[config.mk]
export PLATFORM = sky130hd
export DESIGN_NAME = alpha_bringup_sequencer
export DESIGN_NICKNAME = d
export VERILOG_FILES = /design/src/rtl/alpha_bringup_sequencer_pkg.sv /design/src/rtl/alpha_bringup_sequencer_pickoff_delay_counter.sv /design/src/rtl/alpha_bringup_sequencer.sv
export SDC_FILE = /design/constraint.sdc
export NUM_CORES = 1
export LEC_CHECK = 0
export CAP_MARGIN = 30
export CORE_ASPECT_RATIO = 2
export CORE_MARGIN = 2
export CORE_UTILIZATION = 35
export CTS_CLUSTER_SIZE = 40
export DETAILED_ROUTE_END_ITERATION = 12
export SETUP_SLACK_MARGIN = 0.05
export SYNTH_ARGS = -nofsm -noshare
export SYNTH_HDL_FRONTEND = slang
export SYNTH_SLANG_ARGS = --single-unit
[constraint.sdc]
create_clock -name clock100 -period 5.1 [get_ports clock100]
set_input_delay 0.765 -clock clock100 [delete_from_list [all_inputs] [get_ports clock100]]
set_output_delay 0.765 -clock clock100 [all_outputs]
set_load 0.02 [all_outputs]
[src/rtl/alpha_bringup_sequencer_pkg.sv]
// Shared definitions for the alpha bring-up sequencer: FSM state encoding,
// step indices and enable/has_occurred bit positions.
package alpha_bringup_sequencer_pkg;

  typedef enum logic [2:0] {
    S_WAIT_DELAY     = 3'd0,
    S_WAIT_DONE      = 3'd1,
    S_ARMED          = 3'd2,
    S_TRIG_WAIT_DONE = 3'd3,
    S_FAULT          = 3'd4
  } seq_state_t;

  // Step index doubles as the enable_mask / has_occurred bit position.
  localparam logic [1:0] STEP_DRESET        = 2'd0;
  localparam logic [1:0] STEP_LEGACY_SERIAL = 2'd1;
  localparam logic [1:0] STEP_I2C           = 2'd2;

  // The trigger has no step index; it only owns bit 3 of the masks.
  localparam int unsigned BIT_TRIGGER = 3;

  // States in which an operation is outstanding and the timeout runs.
  function automatic logic awaits_done(input seq_state_t st);
    return (st == S_WAIT_DONE) || (st == S_TRIG_WAIT_DONE);
  endfunction

endpackage

[src/rtl/alpha_bringup_sequencer_pickoff_delay_counter.sv]
// Free-running up-counter that flags expiry when bit PICKOFF sets and then
// holds, so a long wait never wraps back to "not expired".
module pickoff_delay_counter #(
  parameter int PICKOFF = 4
) (
  input  logic clock100,
  input  logic reset,
  input  logic clear,
  input  logic enable,
  output logic expired
);

  localparam logic [PICKOFF:0] COUNT_ONE = {{PICKOFF{1'b0}}, 1'b1};

  logic [PICKOFF:0] count_r;

  // Count while enabled until the pickoff bit sets; clear has priority.
  always_ff @(posedge clock100) begin
    if (reset || clear) begin
      count_r <= '0;
    end else if (enable && !count_r[PICKOFF]) begin
      count_r <= count_r + COUNT_ONE;
    end else begin
      count_r <= count_r;
    end
  end

  assign expired = count_r[PICKOFF];

endmodule

[src/rtl/alpha_bringup_sequencer.sv]
// Bring-up sequencer: walks dreset, legacy serial and i2c steps with a fixed
// inter-step delay and a per-operation timeout, then arms for triggers.
module alpha_bringup_sequencer
  import alpha_bringup_sequencer_pkg::*;
#(
  parameter int DELAY_PICKOFF   = 26,
  parameter int TIMEOUT_PICKOFF = 24
) (
  input  logic       clock100,
  input  logic       reset,
  input  logic [3:0] enable_mask,
  input  logic       trigger_request,
  input  logic       restart,
  input  logic       step_done,
  output logic       initiate_dreset_sequence,
  output logic       initiate_legacy_serial_sequence,
  output logic       initiate_i2c_transfer,
  output logic       initiate_trigger,
  output logic [3:0] has_occurred,
  output logic       busy,
  output logic       ready_for_trigger,
  output logic       timeout_error,
  output logic [2:0] state
);

  seq_state_t state_r;
  logic [1:0] step_r;
  logic       initiate_dreset_r;
  logic       initiate_legacy_r;
  logic       initiate_i2c_r;
  logic       initiate_trigger_r;
  logic [3:0] has_occurred_r;
  logic       busy_r;
  logic       ready_r;
  logic       timeout_error_r;

  logic step_enabled_s;
  logic delay_enable_s;
  logic delay_clear_s;
  logic delay_expired_s;
  logic timeout_enable_s;
  logic timeout_clear_s;
  logic timeout_expired_s;
  logic advance_s;

  // Counter control and the step-advance decision (skip or step_done).
  always_comb begin
    step_enabled_s   = enable_mask[step_r];
    delay_enable_s   = (state_r == S_WAIT_DELAY);
    delay_clear_s    = restart || !delay_enable_s || !step_enabled_s;
    timeout_enable_s = awaits_done(state_r);
    timeout_clear_s  = restart || !timeout_enable_s;
    advance_s        = (delay_enable_s && !step_enabled_s) ||
                       ((state_r == S_WAIT_DONE) && step_done);
  end

  pickoff_delay_counter #(.PICKOFF(DELAY_PICKOFF)) u_delay_counter (
    .clock100 (clock100),
    .reset    (reset),
    .clear    (delay_clear_s),
    .enable   (delay_enable_s),
    .expired  (delay_expired_s)
  );

  pickoff_delay_counter #(.PICKOFF(TIMEOUT_PICKOFF)) u_timeout_counter (
    .clock100 (clock100),
    .reset    (reset),
    .clear    (timeout_clear_s),
    .enable   (timeout_enable_s),
    .expired  (timeout_expired_s)
  );

  // Sequencer FSM; every output is a register updated alongside the state.
  always_ff @(posedge clock100) begin
    if (reset) begin
      state_r            <= S_WAIT_DELAY;
      step_r             <= STEP_DRESET;
      initiate_dreset_r  <= 1'b0;
      initiate_legacy_r  <= 1'b0;
      initiate_i2c_r     <= 1'b0;
      initiate_trigger_r <= 1'b0;
      has_occurred_r     <= 4'b0000;
      busy_r             <= 1'b0;
      ready_r            <= 1'b0;
      timeout_error_r    <= 1'b0;
    end else begin
      initiate_dreset_r  <= 1'b0;
      initiate_legacy_r  <= 1'b0;
      initiate_i2c_r     <= 1'b0;
      initiate_trigger_r <= 1'b0;
      if (restart) begin
        state_r         <= S_WAIT_DELAY;
        step_r          <= STEP_DRESET;
        has_occurred_r  <= 4'b0000;
        timeout_error_r <= 1'b0;
        busy_r          <= 1'b1;
        ready_r         <= 1'b0;
      end else if (advance_s) begin
        if (step_r == STEP_I2C) begin
          state_r <= S_ARMED;
          busy_r  <= 1'b0;
          ready_r <= 1'b1;
        end else begin
          state_r <= S_WAIT_DELAY;
          step_r  <= step_r + 2'd1;
          busy_r  <= 1'b1;
          ready_r <= 1'b0;
        end
      end else begin
        case (state_r)
          S_WAIT_DELAY: begin
            busy_r <= 1'b1;
            if (delay_expired_s) begin
              has_occurred_r[step_r] <= 1'b1;
              state_r                <= S_WAIT_DONE;
              case (step_r)
                STEP_DRESET:        initiate_dreset_r <= 1'b1;
                STEP_LEGACY_SERIAL: initiate_legacy_r <= 1'b1;
                STEP_I2C:           initiate_i2c_r    <= 1'b1;
                default: begin
                  state_r         <= S_FAULT;
                  busy_r          <= 1'b0;
                  timeout_error_r <= 1'b1;
                end
              endcase
            end
          end
          S_WAIT_DONE: begin
            if (timeout_expired_s) begin
              state_r         <= S_FAULT;
              busy_r          <= 1'b0;
              timeout_error_r <= 1'b1;
            end
          end
          S_ARMED: begin
            if (trigger_request && enable_mask[BIT_TRIGGER]) begin
              initiate_trigger_r          <= 1'b1;
              has_occurred_r[BIT_TRIGGER] <= 1'b1;
              state_r                     <= S_TRIG_WAIT_DONE;
              busy_r                      <= 1'b1;
              ready_r                     <= 1'b0;
            end
          end
          S_TRIG_WAIT_DONE: begin
            if (step_done) begin
              state_r <= S_ARMED;
              busy_r  <= 1'b0;
              ready_r <= 1'b1;
            end else if (timeout_expired_s) begin
              state_r         <= S_FAULT;
              busy_r          <= 1'b0;
              timeout_error_r <= 1'b1;
            end
          end
          S_FAULT: begin
            state_r <= S_FAULT;
          end
          default: begin
            state_r         <= S_FAULT;
            busy_r          <= 1'b0;
            ready_r         <= 1'b0;
            timeout_error_r <= 1'b1;
          end
        endcase
      end
    end
  end

  assign initiate_dreset_sequence        = initiate_dreset_r;
  assign initiate_legacy_serial_sequence = initiate_legacy_r;
  assign initiate_i2c_transfer           = initiate_i2c_r;
  assign initiate_trigger                = initiate_trigger_r;
  assign has_occurred                    = has_occurred_r;
  assign busy                            = busy_r;
  assign ready_for_trigger               = ready_r;
  assign timeout_error                   = timeout_error_r;
  assign state                           = state_r;

endmodule

==> results.md <==
- Setup WS pre-CTS: roughly 2200 ps
- Max stage delay on crit path: 820 ps
- Routed WL: ~7000 µm
- Highest Clock Rate: 351 MHz
- Buf/Inv on CP: 0
- Total track usage: 0.153
- Antenna Nets Post-Route: 0
- Initial core utilization: 0.358
- Fin. max-slew vios: 0
- Layout Nets: 411
- Initial DRT Pass Iterations: 4
- Relative max-transition margin: 0.425
- FP Rows: 49
- Routed wire per std cell: 14.1 µm
- Largest cells by area after synthesis: dfxtp_1 42%, a21oi_1 5.7%, or4_1 4.0%
- Syn Inst Count: 380
- DRC viols: 0
- DR iter-0 viols: 156
- CP max FO: 18
- Peak supply drop: 243 µV
- Worst setup SP type: register
- P_sw: 0.000259 W
- Vias per cell: 5.65
- Core Footprint: ~9000 µm²
- Vias in the first global route: 2832
- Post-synth EDFFs: 0
- Port bufs: 22
- Die Area: about 10000 µm²
- Via count: 2844
- Setup Fix Bufs, Post-CTS: 0
- TNS Setup: 0 ps
- Initial antenna violation count: 0
- Sequential area share after synthesis: 0.421
- Async set-reset flop share out of synthesis: 0
- Final setup viols: 0
- Post_cts resized: 0
- Final hold vios: 0
- Synth Register Bits: 68
- Final setup margin: 2250 ps
- P&R area growth vs syn: 19.0%
- CTS root buf: clkbuf_16
- Int Power: just under 0.001 W
- Fraction of layout instances using a drive strength above 1: 0.0599
- Hold WC Path Type: reg2reg
- Switch share: 0.209
- Pin count of the biggest net entering global routing: 26
- Footprint of the multi-input gates: 1730 µm²
- Setup Crit Path Kind: reg2reg
- Placer Congestion: a little under 0.9
- Worst-path clk slew: 60 ps
- Most frequent cells in the layout: 68 x dfxtp_1, 37 x a21oi_1, 24 x nor2_1
- Clock tree buffer depth: 2
- Register Area: 1360 µm²
- Global-route wire length before repair: 12500 µm
- CP max stage cell: or4_1
- Top FF cell, synth: dfxtp_1
- Fin crit share: 0.559
- Die H: 140 µm
- CP arrival: between 3000 and 4000 ps
- CP most frequent cell: or4_1
- Syn Nets: 395
- PwrDens: 323 nW/µm²
- Synth unique cells: 43
- Design area: between 3000 and 4000 µm²
- H-Tree Level Count: 3
- Leading area contributor after synthesis: dfxtp_1
- CTS tree: done
- Crit. End Element: register
- Final min period: 2850 ps
- Worst Skew: 5.69 ps
- Clk network pwr share: 0.538
- Reg power frac: 0.432
- Top cell type's share of synthesized area: 0.421
- Post-CTS Hold Fix Bufs: 0
- Inserted Clock Buffers: 9
- Diode count: 0
- Ports: 23
- Die Span X: between 70 and 80 µm
- Total grt overflow: 0
- Comb power frac: 0.030
- Synth Cell Area: 3230 µm²
- DP Area: 3520 µm²
- Hpwl dp: 5100 µm
- Commonest non-fill, non-tap cell in the layout: dfxtp_1
- Clock Latency Late Sink: roughly 330 ps
- Clk sink count: 68
- Leak: 1.21 nW
- Required time of the critical path: around 5400 ps
- Synthesized area per cell: 8.50 µm²
- Filler cells: 860
- CP delay by family, top: simple AND/OR/NAND/NOR gates
- Max-cap violations: 0
- Synth warnings: 0
- Status: finished, final reports clean
- Slew @ Worst Pin: 863 ps
- Critical path, cell by cell: or4_1 > or4_1 > or4_1 > a21oi_1
- RSZ-0062 raised after global routing: no
-- worst paths after layout --
check	start	endpoint	slack (ps)	depth (start not counted)
setup reg to reg	state[2]	u_delay_counter.count_r[25]	2250	4
setup / recovery	state[2]	u_delay_counter.count_r[25]	2250	4
hold / removal	timeout_error	timeout_error	460	2
hold reg to reg	timeout_error	timeout_error	460	2
-- area by class of cell --
cell class	instances	share of cell area
repair buffers	24	0.0632
clock buffers	9	0.0586
clock inverters	7	0.0264
inverters	16	0.0156
flip-flops and latches	68	0.354
multi-input cells	277	0.449
well taps	102	0.0332
-- registers in the layout, summed over array words and instances, names as in the netlist --
| signal | flops |
|---|---|
| u_delay_counter.count_r | 27 |
| u_timeout_counter.count_r | 25 |
| has_occurred | 4 |
| state | 3 |
| step_r | 2 |
| busy | 1 |
| initiate_dreset_sequence | 1 |
| initiate_i2c_transfer | 1 |
| initiate_legacy_serial_sequence | 1 |
| initiate_trigger | 1 |
| ready_for_trigger | 1 |
| timeout_error | 1 |
-- tightest hold or removal path: stages (launching register included) --
cell     delay (ps)
dfxtp_1         310
inv_1            50
a31oi_1          60
-- through the flow --
step,hold WS (ps),std cells,util,power (W)
after floorplan,448,380,-,0.000568
after global placement,437,486,0.389,0.000584
after detailed placement,449,487,0.390,0.000585
after CTS,461,503,0.426,0.00125
after global routing,485,503,0.426,0.00128
final,459,503,0.426,0.00124
-- synthesized netlist by cell type (3+ instances only) --
master,count
a21oi_1,37
ha_1,6
xor2_1,9
nand4_1,14
and2_1,3
nand3_1,18
mux2i_1,3
nor2_1,24
inv_1,16
xnor2_1,8
or3_1,19
o31ai_1,14
clkbuf_1,13
or4_1,17
o21ai_0,21
and3_1,10
buf_2,3
nor3_1,6
dfxtp_1,68
mux2_2,3
and4_1,5
a21o_1,4
a31oi_1,5
o21a_1,3
o211ai_1,3
nor2b_1,3
nor4_1,4
nand2_1,23
-- power groups by stage --
stage / Sequential [W] / Clock (W) / Combinational, W
2_1_floorplan: 0.000548 / 0 / 0.0000195
3_3_place_gp: 0.000548 / 0 / 0.0000358
3_5_place_dp: 0.000548 / 0 / 0.0000374
4_1_cts: 0.000536 / 0.000680 / 0.0000375
5_1_grt: 0.000536 / 0.000706 / 0.0000407
6_report: 0.000536 / 0.000667 / 0.0000371
-- routing by layer --
metal  GRT usage  part of all wire
met2       0.275              0.55
met3      0.0311             0.035
met5           0                 0
met1       0.167              0.40
met4      0.0715             0.018
-- kinds of logic (layout without fill, tap and decap cells) --
kind of cell,after synthesis,in the layout,share of synthesized area
AND/OR/NAND/NOR,151,151,0.258
AO/OA/AOI/OAI,96,96,0.180
flip-flops,68,68,0.421
buffers and inverters,35,56,0.0445
XOR/XNOR,17,17,0.0461
multiplexers,7,7,0.0267
adder cells (fa/ha/maj),6,6,0.0232
(Power assumes the default switching activity.)
